$ cat config.mk
export PLATFORM = sky130hd
export DESIGN_NAME = lifo_burst_reader
export DESIGN_NICKNAME = d
export VERILOG_FILES = /design/src/rtl/lifo_burst_reader.sv
export SDC_FILE = /design/constraint.sdc
export NUM_CORES = 1
export LEC_CHECK = 0
export BUFFER_PORTS_ARGS = -buffer_cell sky130_fd_sc_hd__clkbuf_2
export CAP_MARGIN = 20
export CELL_PAD_IN_SITES_DETAIL_PLACEMENT = 0
export CELL_PAD_IN_SITES_GLOBAL_PLACEMENT = 1
export CORE_UTILIZATION = 41
export CTS_BUF_LIST = sky130_fd_sc_hd__clkbuf_8 sky130_fd_sc_hd__clkbuf_16
export DETAILED_ROUTE_END_ITERATION = 16
export PLACE_DENSITY_LB_ADDON = 0.3
export SKIP_LAST_GASP = 1
export SYNTH_ARGS = -nofsm -noshare
export SYNTH_HDL_FRONTEND = slang
export SYNTH_SLANG_ARGS = --single-unit
$ cat constraint.sdc
create_clock -name clk_i -period 2.8 [get_ports clk_i]
set_clock_uncertainty 0.05 [all_clocks]
set_input_delay 0.42 -clock clk_i [delete_from_list [all_inputs] [get_ports clk_i]]
set_output_delay 0.42 -clock clk_i [all_outputs]
set_load 0.005 [all_outputs]
$ cat src/rtl/lifo_burst_reader.sv
// -----------------------------------------------------------------------------
// lifo_burst_reader
//
// Drain stage that sits on the read side of a synchronous LIFO. On a start
// command it pops a burst of words and presents them on a valid/ready stream,
// tagging the final word with m_last_o.
//
// The LIFO has a one-cycle read latency. A 3-entry output buffer absorbs that
// latency, so no word is lost under backpressure. A pop is only issued when the
// buffer has room for every word already requested.
//
// Ports
//   clk_i, srst_i    clock and synchronous active-high reset
//   start_i, len_i   burst command; len_i==0 means "everything currently stored"
//   busy_o, done_o   burst in progress / one-cycle completion pulse
//   lifo_*           LIFO read interface plus a copy of its write strobe
//   m_*              output stream (valid/ready, last marks the end of a burst)
// -----------------------------------------------------------------------------
module lifo_burst_reader #(
    parameter int DWIDTH = 8,
    parameter int AWIDTH = 4
) (
    input  logic              clk_i,
    input  logic              srst_i,
    input  logic              start_i,
    input  logic [AWIDTH:0]   len_i,
    output logic              busy_o,
    output logic              done_o,
    output logic              lifo_rdreq_o,
    input  logic [DWIDTH-1:0] lifo_q_i,
    input  logic              lifo_empty_i,
    input  logic [AWIDTH:0]   lifo_usedw_i,
    input  logic              lifo_wrreq_i,
    output logic [DWIDTH-1:0] m_data_o,
    output logic              m_valid_o,
    input  logic              m_ready_i,
    output logic              m_last_o
);

    typedef enum logic [1:0] {
        S_IDLE  = 2'd0,
        S_DRAIN = 2'd1,
        S_FLUSH = 2'd2
    } state_t;

    localparam logic [AWIDTH:0] LEN_ZERO = '0;
    localparam logic [AWIDTH:0] LEN_ONE  = {{AWIDTH{1'b0}}, 1'b1};

    // Control state
    state_t          r_state;
    logic [AWIDTH:0] r_remaining;
    logic            r_busy;
    logic            r_done;
    logic            r_inflight;       // a pop was issued last cycle
    logic            r_inflight_last;  // ...and it was the final word of the burst

    // Output buffer: entry 0 is the head and drives the stream directly
    logic [DWIDTH-1:0] r_buf_data [3];
    logic [2:0]        r_buf_last;
    logic [1:0]        r_buf_cnt;

    logic              w_room;
    logic              w_rdreq;
    logic              w_pop;
    logic              w_push;
    logic [1:0]        w_wr_idx;
    logic [AWIDTH:0]   w_start_len;
    logic [DWIDTH-1:0] w_data_next [3];
    logic [2:0]        w_last_next;

    // Room is counted against words already in flight, so the buffer can
    // never overflow even when the consumer stalls forever.
    assign w_room = ({1'b0, r_buf_cnt} + {2'b00, r_inflight}) < 3'd3;

    // A pop during a LIFO write would return data without decrementing the
    // LIFO, so those cycles are skipped. Reset is included so that no pop
    // escapes while the state is being cleared.
    assign w_rdreq = !srst_i
                   && (r_state == S_DRAIN)
                   && !lifo_empty_i
                   && !lifo_wrreq_i
                   && (r_remaining != LEN_ZERO)
                   && w_room;

    assign w_start_len = (len_i == LEN_ZERO) ? lifo_usedw_i : len_i;

    assign w_push   = r_inflight;
    assign w_pop    = m_valid_o && m_ready_i;
    // Slot for the incoming word after any simultaneous head removal
    assign w_wr_idx = r_buf_cnt - {1'b0, w_pop};

    assign lifo_rdreq_o = w_rdreq;
    assign busy_o       = r_busy;
    assign done_o       = r_done;
    assign m_valid_o    = (r_buf_cnt != 2'd0);
    assign m_data_o     = r_buf_data[0];
    assign m_last_o     = r_buf_last[0] && m_valid_o;

    // -------------------------------------------------------------------------
    // Burst control FSM
    // -------------------------------------------------------------------------
    always_ff @(posedge clk_i) begin
        if (srst_i) begin
            r_state         <= S_IDLE;
            r_remaining     <= '0;
            r_busy          <= 1'b0;
            r_done          <= 1'b0;
            r_inflight      <= 1'b0;
            r_inflight_last <= 1'b0;
        end else begin
            r_done          <= 1'b0;
            r_inflight      <= w_rdreq;
            r_inflight_last <= w_rdreq && (r_remaining == LEN_ONE);

            case (r_state)
                S_IDLE: begin
                    if (start_i) begin
                        if (w_start_len == LEN_ZERO) begin
                            // Nothing to drain: complete immediately
                            r_done <= 1'b1;
                        end else begin
                            r_remaining <= w_start_len;
                            r_busy      <= 1'b1;
                            r_state     <= S_DRAIN;
                        end
                    end
                end

                S_DRAIN: begin
                    // An empty LIFO simply stalls here until new words arrive
                    if (w_rdreq) begin
                        r_remaining <= r_remaining - LEN_ONE;
                        if (r_remaining == LEN_ONE) begin
                            r_state <= S_FLUSH;
                        end
                    end
                end

                S_FLUSH: begin
                    if (w_pop && m_last_o) begin
                        r_busy  <= 1'b0;
                        r_done  <= 1'b1;
                        r_state <= S_IDLE;
                    end
                end

                default: begin
                    r_busy  <= 1'b0;
                    r_state <= S_IDLE;
                end
            endcase
        end
    end

    // -------------------------------------------------------------------------
    // Output buffer next state: shift toward the head on a handshake, then
    // drop the returning LIFO word into the first free slot.
    // -------------------------------------------------------------------------
    always_comb begin
        w_data_next = r_buf_data;
        w_last_next = r_buf_last;

        if (w_pop) begin
            w_data_next[0] = r_buf_data[1];
            w_data_next[1] = r_buf_data[2];
            w_data_next[2] = '0;
            w_last_next    = {1'b0, r_buf_last[2:1]};
        end

        if (w_push) begin
            case (w_wr_idx)
                2'd0: begin
                    w_data_next[0] = lifo_q_i;
                    w_last_next[0] = r_inflight_last;
                end
                2'd1: begin
                    w_data_next[1] = lifo_q_i;
                    w_last_next[1] = r_inflight_last;
                end
                2'd2: begin
                    w_data_next[2] = lifo_q_i;
                    w_last_next[2] = r_inflight_last;
                end
                default: begin
                end
            endcase
        end
    end

    always_ff @(posedge clk_i) begin
        if (srst_i) begin
            r_buf_cnt  <= 2'd0;
            r_buf_last <= 3'b000;
            for (int i = 0; i < 3; i++) begin
                r_buf_data[i] <= '0;
            end
        end else begin
            r_buf_cnt  <= r_buf_cnt + {1'b0, w_push} - {1'b0, w_pop};
            r_buf_last <= w_last_next;
            for (int i = 0; i < 3; i++) begin
                r_buf_data[i] <= w_data_next[i];
            end
        end
    end

endmodule

==> qor.yml <==
cts_root_buf: "clkbuf_8"
worstPathArrival_ps: 1850
boundaryPins: 37
fin_hold_ws_ps: 363
htreeDepth: 2
dieArea_sq_um: 5210
die_h_um: 72.2
drt_iter0_drc: 96
drv_cap: 0
die_x_um: 72.2
syn_inst: 240
hold_buffers: 0
synth_area_leader_cell: "dfxtp_1"
fin_nets: 298
post_drt_via_cell_ratio: 5.19
synth_cell_type_count: 41
cp-end-kind: "primary output"
rr_endpoint: "r_buf_data[7]"
final_core_util_pct: 48.7
post_drt_wl_per_cell_um: 12.3
cts_setup_buffers: 0
cts_tree: "yes"
avgSynthCellArea_sq_um: 8.41
insertion_delay_ps: 300
antenna_found_initial: 0
syn_nets: 272
dp_hpwl_um: 2900
status: "finished, final reports clean"
portBuffers: 36
fin_crit_ps: 2320
cp-start-kind: "flop"
grt-ovfl-total: 0
crit_path_max_fanout: 5
total_power_mw: 1.49
dp_slack_ps: 552
yosys.area.top_type_share_pct: 39.7
ant_nets: 0
dr.pass1.iters: 4
required_ps: 2330
drt_wl_total_um: 4110
synth_ff_type: "dfxtp_1"
syn2layout_area_growth_pct: 13.9
place_area_sq_um: 2190
start_util_pct: 42.8
power_density_nw_per_um2: 648
reg2reg_depth: 8
synth_area_leaders: "dfxtp_1 40%, a311oi_1 9.1%, nor2_1 7.4%"
dr_total_vias: 1735
finalSetupTns_ps: 0
criticalPathCategory: "flop to primary output"
grt_pass1_vias: 1563
setup_viol: 0
design_area_sq_um: 2300
track_usage_pct: 17.1
timing.fmax_mhz: 432
r2r_slack_ps: 560
grt_pass1_wl_um: 7010
ys_warn_count: 0
finalMaxSlewViolations: 0
drcViolationCount: 0
ys_ff_latch: 40
worst_slack_ps: 484
startpoint: "r_inflight"
ys_seq_area_share_pct: 39.7
synth_common_cells: "40 x dfxtp_1, 40 x nor2_1, 39 x nand2_1, 21 x a311oi_1"
clockBufferDepth: 2
num_rows: 25
gp_congestion: 0.763
clock-sinks: 40
placed_cells: 326
ir_drop_mv: 0.313
worst_pin_slew_ps: 660
grt_start_max_net_pins: 45
cts_buffers: 5
rsz0062_at_grt: "false"
core-area_sq_um: 4720
netlist_area_sq_um: 2020
period_share_pct: 82.7
final_cells: 334
crit_end: "lifo_rdreq_o"
final_layout_size_suffix_gt1_share_pct: 18.7
p_leak_nw: 0.907
rr_startpoint: "r_buf_cnt[1]"
slew_headroom_pct: 55.9
cts-resized-gates: 0
clkTransAtPathRegs_ps: 90
antenna_cells: 0
hold_class: "input pin to flop"
hold_viol: 0
synthArstFlopShare_pct: 0
synth-edff-count: 0
[per-layer routing]
| layer | wire [um] | GRT usage [%] | up-vias |
|---|---|---|---|
| li1 | - | - | 898 |
| met1 | 2010 | 21.2 | 790 |
| met2 | 1870 | 28.5 | 41 |
| met3 | 170 | 4.17 | 6 |
| met4 | 63 | 6.54 | 0 |
| met5 | 0 | 0 | - |
[power by group]
group | switching [mW] | total [mW] | internal [mW]
Sequential | 0.0315 | 0.634 | 0.603
Clock | 0.206 | 0.469 | 0.264
Combinational | 0.237 | 0.388 | 0.151
Total | 0.474 | 1.49 | 1.02
[layout make-up]
class,instances,area [sq um]
clock inverter,3,42.5
multi-input combinational,172,1070
tap,67,83.8
timing repair buffer,40,210
fill,473,2420
clock buffer,5,68.8
inverter,7,26.3
sequential,40,801
[cells in the final DEF (no fill, tap or decap), types with 2 or more instances in the layout]
| master | Yosys | layout |
|---|---|---|
| a22oi_1 | 9 | 9 |
| buf_4 | 8 | 4 |
| a211o_1 | 3 | 3 |
| ha_1 | 8 | 8 |
| nor2b_1 | 4 | 4 |
| nor4_1 | 2 | 2 |
| inv_1 | 6 | 6 |
| a311oi_1 | 21 | 21 |
| a211oi_1 | 2 | 2 |
| xnor2_1 | 4 | 4 |
| a21oi_1 | 5 | 5 |
| nand2_1 | 39 | 39 |
| nor3_1 | 3 | 3 |
| clkbuf_8 | 0 | 5 |
| dfxtp_1 | 40 | 40 |
| nand3_1 | 2 | 2 |
| nand2b_1 | 4 | 4 |
| mux2i_1 | 4 | 4 |
| nor2_1 | 40 | 40 |
| a221o_1 | 2 | 2 |
| clkbuf_2 | 0 | 36 |
| nand3b_1 | 4 | 4 |
[how the worst min path moves through the flow]
stage,from,endpoint,cells past startpoint
2_1_floorplan,r_buf_data[2],r_buf_data[10],2
3_3_place_gp,r_buf_data[14],m_data_o[6],2
3_5_place_dp,r_buf_data[9],m_data_o[1],2
4_1_cts,lifo_q_i[1],r_buf_data[9],3
5_1_grt,lifo_q_i[3],r_buf_data[11],3
6_report,lifo_q_i[1],r_buf_data[9],3
[state kept, by name, summed over array words and instances, names as in the netlist]
name             count
m_data_o             8
r_buf_cnt            2
r_inflight           1
r_buf_last           3
r_remaining          5
r_state              2
r_buf_data          16
done_o               1
busy_o               1
r_inflight_last      1
[critical path, cell delays in order, from the launching register on]
cell	delay, ps
dfxtp_1	360
ha_1	220
ha_1	220
nor4_4	160
nand3_1	190
a21oi_1	250
clkbuf_2	160
[logic make-up after synthesis]
kind of cell / count (synthesis) / share of synthesized area (%)
adders and majority gates: 8 / 4.96
AOI/OAI and AO/OA: 47 / 18.6
and+or+nand+nor: 108 / 25.2
xor gates and xnor gates: 5 / 2.17
DFF: 40 / 39.7
muxes: 4 / 1.98
buffers and inverters: 28 / 7.50
Note: power is estimated with default switching activity, not from simulation.
